## src/rtl/obi_mem_arbiter.sv

```systemverilog
// Two-master OBI arbiter sharing one single-port SRAM: data has priority, bounded by a starvation limit.
// Grant latency 0, response latency 1; one grant per cycle, the losing master simply holds its request.
module obi_mem_arbiter #(
    parameter int unsigned MEM_WORDS       = 4096,
    parameter int unsigned ADDR_W          = $clog2(MEM_WORDS),
    parameter logic [31:0] BASE_ADDR       = 32'h0000_0000,
    parameter int unsigned MAX_DATA_STREAK = 4
) (
    input  logic              clk,
    input  logic              rst,
    input  logic              instr_req_i,
    output logic              instr_gnt_o,
    output logic              instr_rvalid_o,
    input  logic [31:0]       instr_addr_i,
    output logic [31:0]       instr_rdata_o,
    input  logic              data_req_i,
    output logic              data_gnt_o,
    output logic              data_rvalid_o,
    input  logic              data_we_i,
    input  logic [3:0]        data_be_i,
    input  logic [31:0]       data_addr_i,
    input  logic [31:0]       data_wdata_i,
    output logic [31:0]       data_rdata_o,
    output logic              mem_en_o,
    output logic              mem_we_o,
    output logic [3:0]        mem_be_o,
    output logic [ADDR_W-1:0] mem_addr_o,
    output logic [31:0]       mem_wdata_o,
    input  logic [31:0]       mem_rdata_i,
    output logic [15:0]       conflict_cnt_o
);

    // 33-bit end address so a window touching the top of the 4 GiB space does not wrap.
    localparam logic [32:0] END_ADDR   = {1'b0, BASE_ADDR} + 33'(MEM_WORDS) * 33'd4;
    localparam logic [3:0]  STREAK_MAX = 4'(MAX_DATA_STREAK);

    logic [3:0]        streak_cnt;
    logic [15:0]       conflict_cnt;
    logic              resp_v;
    logic              resp_sel;
    logic              resp_rd;

    logic              data_gnt;
    logic              instr_gnt;
    logic              any_gnt;
    logic              in_range;
    logic [31:0]       sel_addr;
    logic [ADDR_W-1:0] word_off;

    always_comb begin
        data_gnt  = !rst && data_req_i && !(instr_req_i && (streak_cnt == STREAK_MAX));
        instr_gnt = !rst && instr_req_i && !data_gnt;
        any_gnt   = data_gnt || instr_gnt;
        sel_addr  = data_gnt ? data_addr_i : instr_addr_i;
        in_range  = (sel_addr >= BASE_ADDR) && ({1'b0, sel_addr} < END_ADDR);
        // BASE_ADDR is aligned to the window size, so subtracting on the word bits alone is exact.
        word_off  = sel_addr[ADDR_W+1:2] - BASE_ADDR[ADDR_W+1:2];

        instr_gnt_o = instr_gnt;
        data_gnt_o  = data_gnt;
        mem_en_o    = any_gnt && in_range;
        mem_we_o    = data_gnt && data_we_i;
        mem_be_o    = data_gnt ? data_be_i : (instr_gnt ? 4'hF : 4'h0);
        mem_addr_o  = any_gnt ? word_off : '0;
        mem_wdata_o = data_gnt ? data_wdata_i : 32'h0;

        instr_rvalid_o = !rst && resp_v && !resp_sel;
        data_rvalid_o  = !rst && resp_v && resp_sel;
        instr_rdata_o  = (instr_rvalid_o && resp_rd) ? mem_rdata_i : 32'h0;
        data_rdata_o   = (data_rvalid_o && resp_rd) ? mem_rdata_i : 32'h0;
        conflict_cnt_o = rst ? 16'h0 : conflict_cnt;
    end

    always_ff @(posedge clk) begin
        if (rst) begin
            streak_cnt   <= 4'h0;
            conflict_cnt <= 16'h0;
            resp_v       <= 1'b0;
            resp_sel     <= 1'b0;
            resp_rd      <= 1'b0;
        end else begin
            resp_v   <= any_gnt;
            resp_sel <= data_gnt;
            resp_rd  <= any_gnt && in_range && !(data_gnt && data_we_i);

            // Streak only counts data wins while instr is actually waiting.
            if (!instr_req_i || instr_gnt) begin
                streak_cnt <= 4'h0;
            end else if (data_gnt && (streak_cnt != STREAK_MAX)) begin
                streak_cnt <= streak_cnt + 4'h1;
            end

            if (instr_req_i && data_req_i && (conflict_cnt != 16'hFFFF)) begin
                conflict_cnt <= conflict_cnt + 16'h1;
            end
        end
    end

endmodule

```

## config.mk

```make
export PLATFORM = sky130hd
export DESIGN_NAME = obi_mem_arbiter
export DESIGN_NICKNAME = d
export VERILOG_FILES = /design/src/rtl/obi_mem_arbiter.sv
export SDC_FILE = /design/constraint.sdc
export NUM_CORES = 1
export LEC_CHECK = 0
export CAP_MARGIN = 15
export CORE_AREA = 2 2 105 107
export DETAILED_ROUTE_END_ITERATION = 16
export DIE_AREA = 0 0 107 109
export PLACE_DENSITY = 0.66
export SLEW_MARGIN = 20
export SYNTH_ARGS = -nofsm -noshare
export SYNTH_HDL_FRONTEND = slang
export SYNTH_SLANG_ARGS = --single-unit
```

## constraint.sdc

```tcl
create_clock -name clk -period 3.6 [get_ports clk]
set_input_delay 0.36 -clock clk [delete_from_list [all_inputs] [get_ports clk]]
set_output_delay 0.36 -clock clk [all_outputs]
set_load 0.03 [all_outputs]
```

==> results.json, run 1 <==
{
  "worstPathRequired_ns": 3.24,
  "worst-endpoint-arrival_ns": 2.19,
  "dp_slack_ns": 1.10,
  "die_x_um": 107,
  "hpwlAfterDp_um": 8310,
  "vias": 3075,
  "gp_congestion": 0.788,
  "drtPass1Iterations": 4,
  "min_to": "streak_cnt[0]$_SDFFE_PP0P_",
  "grt_max_degree": 52,
  "cp-end-kind": "primary output",
  "grt_antenna_before_repair": 0,
  "hold_path.class": "reg -> reg",
  "cp_max_fo": 18,
  "portBuffers": 266,
  "syn-cell-area_um2": 2140,
  "ant_nets": 0,
  "cts.sinks": 23,
  "dieArea_um2": 11700,
  "syn-instance-count": 291,
  "worst_slack_ns": 1.05,
  "post_cts_buffers": 0,
  "detail_route.iter0.violations": 258,
  "holdWs_ns": 0.477,
  "ys_types": 38,
  "ys.flop_type": "dfxtp_1",
  "htreeDepth": 1,
  "min_from": "streak_cnt[0]$_SDFFE_PP0P_",
  "pin_count": 271,
  "initial_core_util_pct": 20.2,
  "grt_setup_unrepaired": "no",
  "cts_tree": "yes",
  "drv_slew": 0,
  "cts.repair.resized": 0,
  "final_hold_viol_count": 0,
  "peakVddDrop_v": 0.000117,
  "area.growth.synth_to_final_pct": 124,
  "p_leak_nw": 2.24,
  "synth_area_leaders": "dfxtp_1, and2_1, and3_1",
  "grt_pass1_wl_um": 13800,
  "yosysTopAreaCell": "dfxtp_1",
  "yosysSeqAreaShare_pct": 21.5,
  "period_needed_ns": 2.55,
  "finalSetupViolations": 0,
  "synth_nets": 431,
  "start_kind": "register",
  "syn_area_per_cell_um2": 7.34,
  "cap_violations": 0,
  "numCtsBuffers": 3,
  "synth_most_common_cell": "and2_1",
  "overflow": 0,
  "grt_pass1_vias": 2833,
  "worst_slew_pin_slew_ns": 0.777,
  "cts-root-buf": "clkbuf_8",
  "cts_buffer_depth": 2,
  "worst-setup-path-type": "reg -> out",
  "reg2reg_depth": 7,
  "maxSlewHeadroom_pct": 48.2,
  "r2r-start": "streak_cnt[0]$_SDFFE_PP0P_",
  "wl_per_cell_um": 14.2,
  "status": "complete, no violations",
  "rrSetupSlack_ns": 1.69,
  "synth_edf_count": 0,
  "powerDensity_nw_per_um2": 156,
  "avgViaCountPerCell": 4.49,
  "nFillCells": 1035,
  "ys_async_sr_fraction_pct": 0,
  "diodes": 0,
  "finalSetupTns_ns": 0,
  "ys_top_cells_by_count": "and2_1, and3_1, nor2_1",
  "wl_um": 9700,
  "hold-path-cell-count": 1,
  "drcViolationCount": 0,
  "period_share_pct": 70.9,
  "synth_top_area_share_pct": 21.5,
  "drive_above_1_share_pct": 25.1,
  "ys_ff_latch": 23,
  "cts_hold_buf": 0,
  "grt_usage_pct": 14.6,
  "yosysWarnings": 0,
  "fmax_mhz": 392,
  "clock_skew_ns": 0.00169,
  "clk_latency_ns": 0.26,
  "die_h_um": 109,
  "nNetsFinal": 686,
  "rows": 38,
  "r2r-end": "resp_rd$_SDFF_PP0_",
  "core_um2": 10600,
  "path_clk_slew_ns": 0.08
}
-- worst max-delay path by stage --
stage	start	cells after the start	slack [ns]	endpoint
floorplan	streak_cnt[0]$_SDFFE_PP0P_	7	1.37	mem_wdata_o[22]
global placement	rst	5	1.13	data_rdata_o[21]
detailed placement	rst	5	1.10	data_rdata_o[9]
CTS	streak_cnt[0]$_SDFFE_PP0P_	6	1.02	instr_gnt_o
global route	streak_cnt[0]$_SDFFE_PP0P_	6	0.90	instr_gnt_o
finish	streak_cnt[0]$_SDFFE_PP0P_	6	1.05	instr_gnt_o
-- cell type report --
cell class | count | area, um^2 | share of cell area [%]
inverter | 7 | 26.3 | 0.550
timing repair buffer | 271 | 2510 | 52.5
sequential | 23 | 460 | 9.63
multi-input combinational | 240 | 1560 | 32.7
clock buffer | 4 | 45.0 | 0.942
tap | 140 | 175 | 3.66
-- report_power, final --
part | switching [mW] | total, mW | internal (mW)
clock | 0.0818 | 0.161 | 0.0789
combinational | 0.132 | 0.323 | 0.191
sequential | 0.00302 | 0.261 | 0.258
total | 0.217 | 0.745 | 0.528
-- through the flow --
stage | area, um^2 | std cells | power, mW | utilization [%]
floorplan | 2140 | 291 | 0.379 | -
global placement | 4740 | 681 | 0.588 | 44.7
detailed placement | 4740 | 681 | 0.592 | 44.7
CTS | 4780 | 685 | 0.756 | 45.1
global route | 4780 | 685 | 0.785 | 45.1
finish | 4780 | 685 | 0.745 | 45.1
-- state kept, by name, indices dropped and copies added, names as in the netlist --
register and flops:
resp_rd 1, streak_cnt 4, resp_sel 1, conflict_cnt 16, resp_v 1
-- layer usage --
layer	GRT usage, %	wire length (um)
met3	3.83	926
met2	28.6	5140
met4	2.50	61
met5	0	0
met1	16.0	3570
-- cell families (layout without fill, tap and decap cells) --
| kind of cell | Yosys count | in the layout | share of synthesized area (%) |
|---|---|---|---|
| DFF | 23 | 23 | 21.5 |
| buffers and inverters | 28 | 282 | 5.27 |
| adders and majority gates | 3 | 3 | 1.76 |
| muxes | 9 | 9 | 4.74 |
| xor gates and xnor gates | 2 | 2 | 0.820 |
| AOI/OAI and AO/OA | 33 | 33 | 11.9 |
| and+or+nand+nor | 193 | 193 | 53.9 |
-- critical path, cell delays in order, from the launching register on --
cell             delay, ns
dfxtp_1               0.34
inv_1                 0.06
ha_1                  0.13
and3b_1               0.29
o211a_1               0.17
buf_4                 0.22
clkdlybuf4s50_1       0.71
-- layout by cell type, fill, tap and decap left out, drive strengths merged, types with 2 or more instances in the layout --
cell,count
clkdlybuf4s50,150
ha,3
and3,35
inv,7
nand3,8
nand2,9
nor3,6
and2,67
a22o,12
buf,121
nor4,12
nor2b,16
o21ai,4
a21oi,4
clkbuf,4
or4,2
o41ai,4
dfxtp,23
nand4,7
mux2,9
nor2,24
and4,3
a21o,4
(Power assumes the default switching activity.)
==> inputs of run 2 (changes only) <==
--- a/config.mk
+++ b/config.mk
@@ -6,10 +6,10 @@
 export NUM_CORES = 1
 export LEC_CHECK = 0
 export CAP_MARGIN = 15
-export CORE_AREA = 2 2 105 107
+export CORE_AREA = 2 2 106 108
 export DETAILED_ROUTE_END_ITERATION = 16
-export DIE_AREA = 0 0 107 109
-export PLACE_DENSITY = 0.66
+export DIE_AREA = 0 0 108 110
+export PLACE_DENSITY = 0.65
 export SLEW_MARGIN = 20
 export SYNTH_ARGS = -nofsm -noshare
 export SYNTH_HDL_FRONTEND = slang
==> constraint.sdc (replaced) <==
create_clock -name clk -period 2.55 [get_ports clk]
set_input_delay 0.255 -clock clk [delete_from_list [all_inputs] [get_ports clk]]
set_output_delay 0.255 -clock clk [all_outputs]
set_load 0.03 [all_outputs]
==> run 2 against run 1 <==
  * Power is 43% higher
  * Clock-buffer cell count did not move
  * Combinational power grew 45%
  * Flip-flop and latch count unchanged
  * Register-to-register slack lost 1.0 ns
  * Largest cell class unchanged
  * Critical endpoint is now mem_addr_o[0]
  * Worst setup slack worse by 0.74 ns
  * Clock skew increased by 0.0051 ns
  * Highest routed layer unchanged
==> results.json, run 2 (same netlist as run 1, synthesis figures left out) <==
{
  "maxSlewHeadroom_pct": 64.8,
  "p_total_mw": 1.06,
  "cts.repair.resized": 0,
  "worst_slack_ns": 0.310,
  "finalSetupTns_ns": 0,
  "worst-endpoint-arrival_ns": 1.99,
  "gp_congestion": 0.761,
  "post_cts_buffers": 0,
  "status": "complete, no violations",
  "grt_pass1_wl_um": 14000,
  "vias": 3081,
  "holdWs_ns": 0.470,
  "numCtsBuffers": 3,
  "dp_slack_ns": 0.382,
  "cts_buffer_depth": 2,
  "swShare_pct": 29.4,
  "drtPass1Iterations": 4,
  "final_cell_area_um2": 4800,
  "r2r-start": "conflict_cnt[0]$_SDFFE_PP0P_",
  "die_x_um": 108,
  "cp-end-kind": "primary output",
  "initial_core_util_pct": 20.0,
  "period_share_pct": 87.8,
  "cp_max_fo": 18,
  "nFillCells": 1041,
  "drcViolationCount": 0,
  "postPlaceCellArea_um2": 4750,
  "top_regs": "conflict_cnt: 16 flops, streak_cnt: 4 flops",
  "cts.sinks": 23,
  "period_needed_ns": 2.24,
  "grt_max_degree": 52,
  "nNetsFinal": 688,
  "drive_above_1_share_pct": 28.5,
  "most-common-layout-cells": "clkdlybuf4s50_1, buf_4, and2_1",
  "start_kind": "register",
  "hpwlAfterDp_um": 8750,
  "ant_nets": 0,
  "drv_slew": 0,
  "detail_route.iter0.violations": 145,
  "dieArea_um2": 11900,
  "pwr-share-seq_pct": 34.6,
  "p_leak_nw": 2.29,
  "die_h_um": 110,
  "p_int_mw": 0.751,
  "finalSetupViolations": 0,
  "rrSetupSlack_ns": 0.64,
  "grt_usage_pct": 14.8,
  "grt_pass1_vias": 2835,
  "path_clk_slew_ns": 0.08,
  "worst_slew_pin_slew_ns": 0.524,
  "largest-register": "conflict_cnt",
  "dp_cells": 683,
  "diodes": 0,
  "switchingPower_mw": 0.313,
  "avgViaCountPerCell": 4.48,
  "wl_per_cell_um": 14.8,
  "grt_antenna_before_repair": 0,
  "worstPathRequired_ns": 2.30,
  "clkPwrFrac_pct": 21.4,
  "seq_area_um2": 460,
  "r2r-end": "conflict_cnt[14]$_SDFFE_PP0P_",
  "area.growth.synth_to_final_pct": 125,
  "cap_violations": 0,
  "clock_skew_ns": 0.00679,
  "min_from": "streak_cnt[0]$_SDFFE_PP0P_",
  "layout_commonest_cell": "clkdlybuf4s50_1",
  "instances_no_fill": 687,
  "p_comb_share_pct": 44.0,
  "cts_hold_buf": 0,
  "utilization_pct": 44.9,
  "peakVddDrop_v": 0.000160,
  "worst-setup-path-type": "reg -> out",
  "portBuffers": 266,
  "min_to": "streak_cnt[0]$_SDFFE_PP0P_",
  "fmax_mhz": 446,
  "clk_latency_ns": 0.26,
  "powerDensity_nw_per_um2": 222,
  "largest_reg_flops": 16,
  "multiInputGateArea_um2": 1570,
  "rows": 38,
  "cts-root-buf": "clkbuf_8",
  "grt_setup_unrepaired": "no",
  "hold_path.class": "reg -> reg",
  "core_um2": 10700,
  "wl_um": 10200,
  "reg2reg_depth": 5,
  "htreeDepth": 1,
  "final_hold_viol_count": 0,
  "cts_tree": "yes",
  "overflow": 0,
  "pin_count": 271,
  "hold-path-cell-count": 1
}
==> run 2: changes by cell type in the layout (fill, tap and decap cells not counted), sizes merged <==
cell | before | now
clkdlybuf4s50 | 150 | 133
buf | 121 | 140
==> run 2: final cells by class <==
type	instances	share of cell area (%)
Clock buffer	4	0.939
Inverter	7	0.548
Multi-Input combinational cell	240	32.8
Sequential cell	23	9.60
Tap cell	140	3.65
Timing Repair Buffer	273	52.5
==> run 2: worst max-delay path by stage <==
stage / from / end / slack (ns) / cells past startpoint
final: streak_cnt[0]$_SDFFE_PP0P_ / mem_addr_o[0] / 0.31 / 7
after global routing: streak_cnt[0]$_SDFFE_PP0P_ / mem_addr_o[0] / 0.20 / 7
after CTS: streak_cnt[0]$_SDFFE_PP0P_ / mem_addr_o[0] / 0.29 / 7
after detailed placement: instr_req_i / conflict_cnt[15]$_SDFFE_PP0P_ / 0.38 / 5
after global placement: instr_req_i / conflict_cnt[15]$_SDFFE_PP0P_ / 0.43 / 5
after floorplan: streak_cnt[0]$_SDFFE_PP0P_ / mem_wdata_o[22] / 0.42 / 7
==> run 2: worst max-delay path, cell delays in order, from the launching register on <==
cell and delay [ns]:
dfxtp_1 0.39, inv_1 0.06, ha_1 0.18, and3b_1 0.26, o211a_1 0.24, buf_4 0.20
a22o_1 0.24, buf_12 0.15
==> run 2: layer usage <==
layer / routed length [um] / track usage (%) / part of all wire, %
met5: 0 / 0 / 0
met4: 82 / 2.66 / 0.81
met3: 1040 / 4.17 / 10
met2: 5270 / 28.5 / 52
met1: 3760 / 16.3 / 37
==> run 2: power groups by stage <==
| stage | clock (mW) | sequential (mW) | combinational [mW] |
|---|---|---|---|
| after floorplan | 0 | 0.376 | 0.159 |
| after global placement | 0 | 0.377 | 0.466 |
| after detailed placement | 0 | 0.377 | 0.471 |
| after CTS | 0.235 | 0.369 | 0.472 |
| after global routing | 0.252 | 0.370 | 0.495 |
| final | 0.228 | 0.368 | 0.468 |
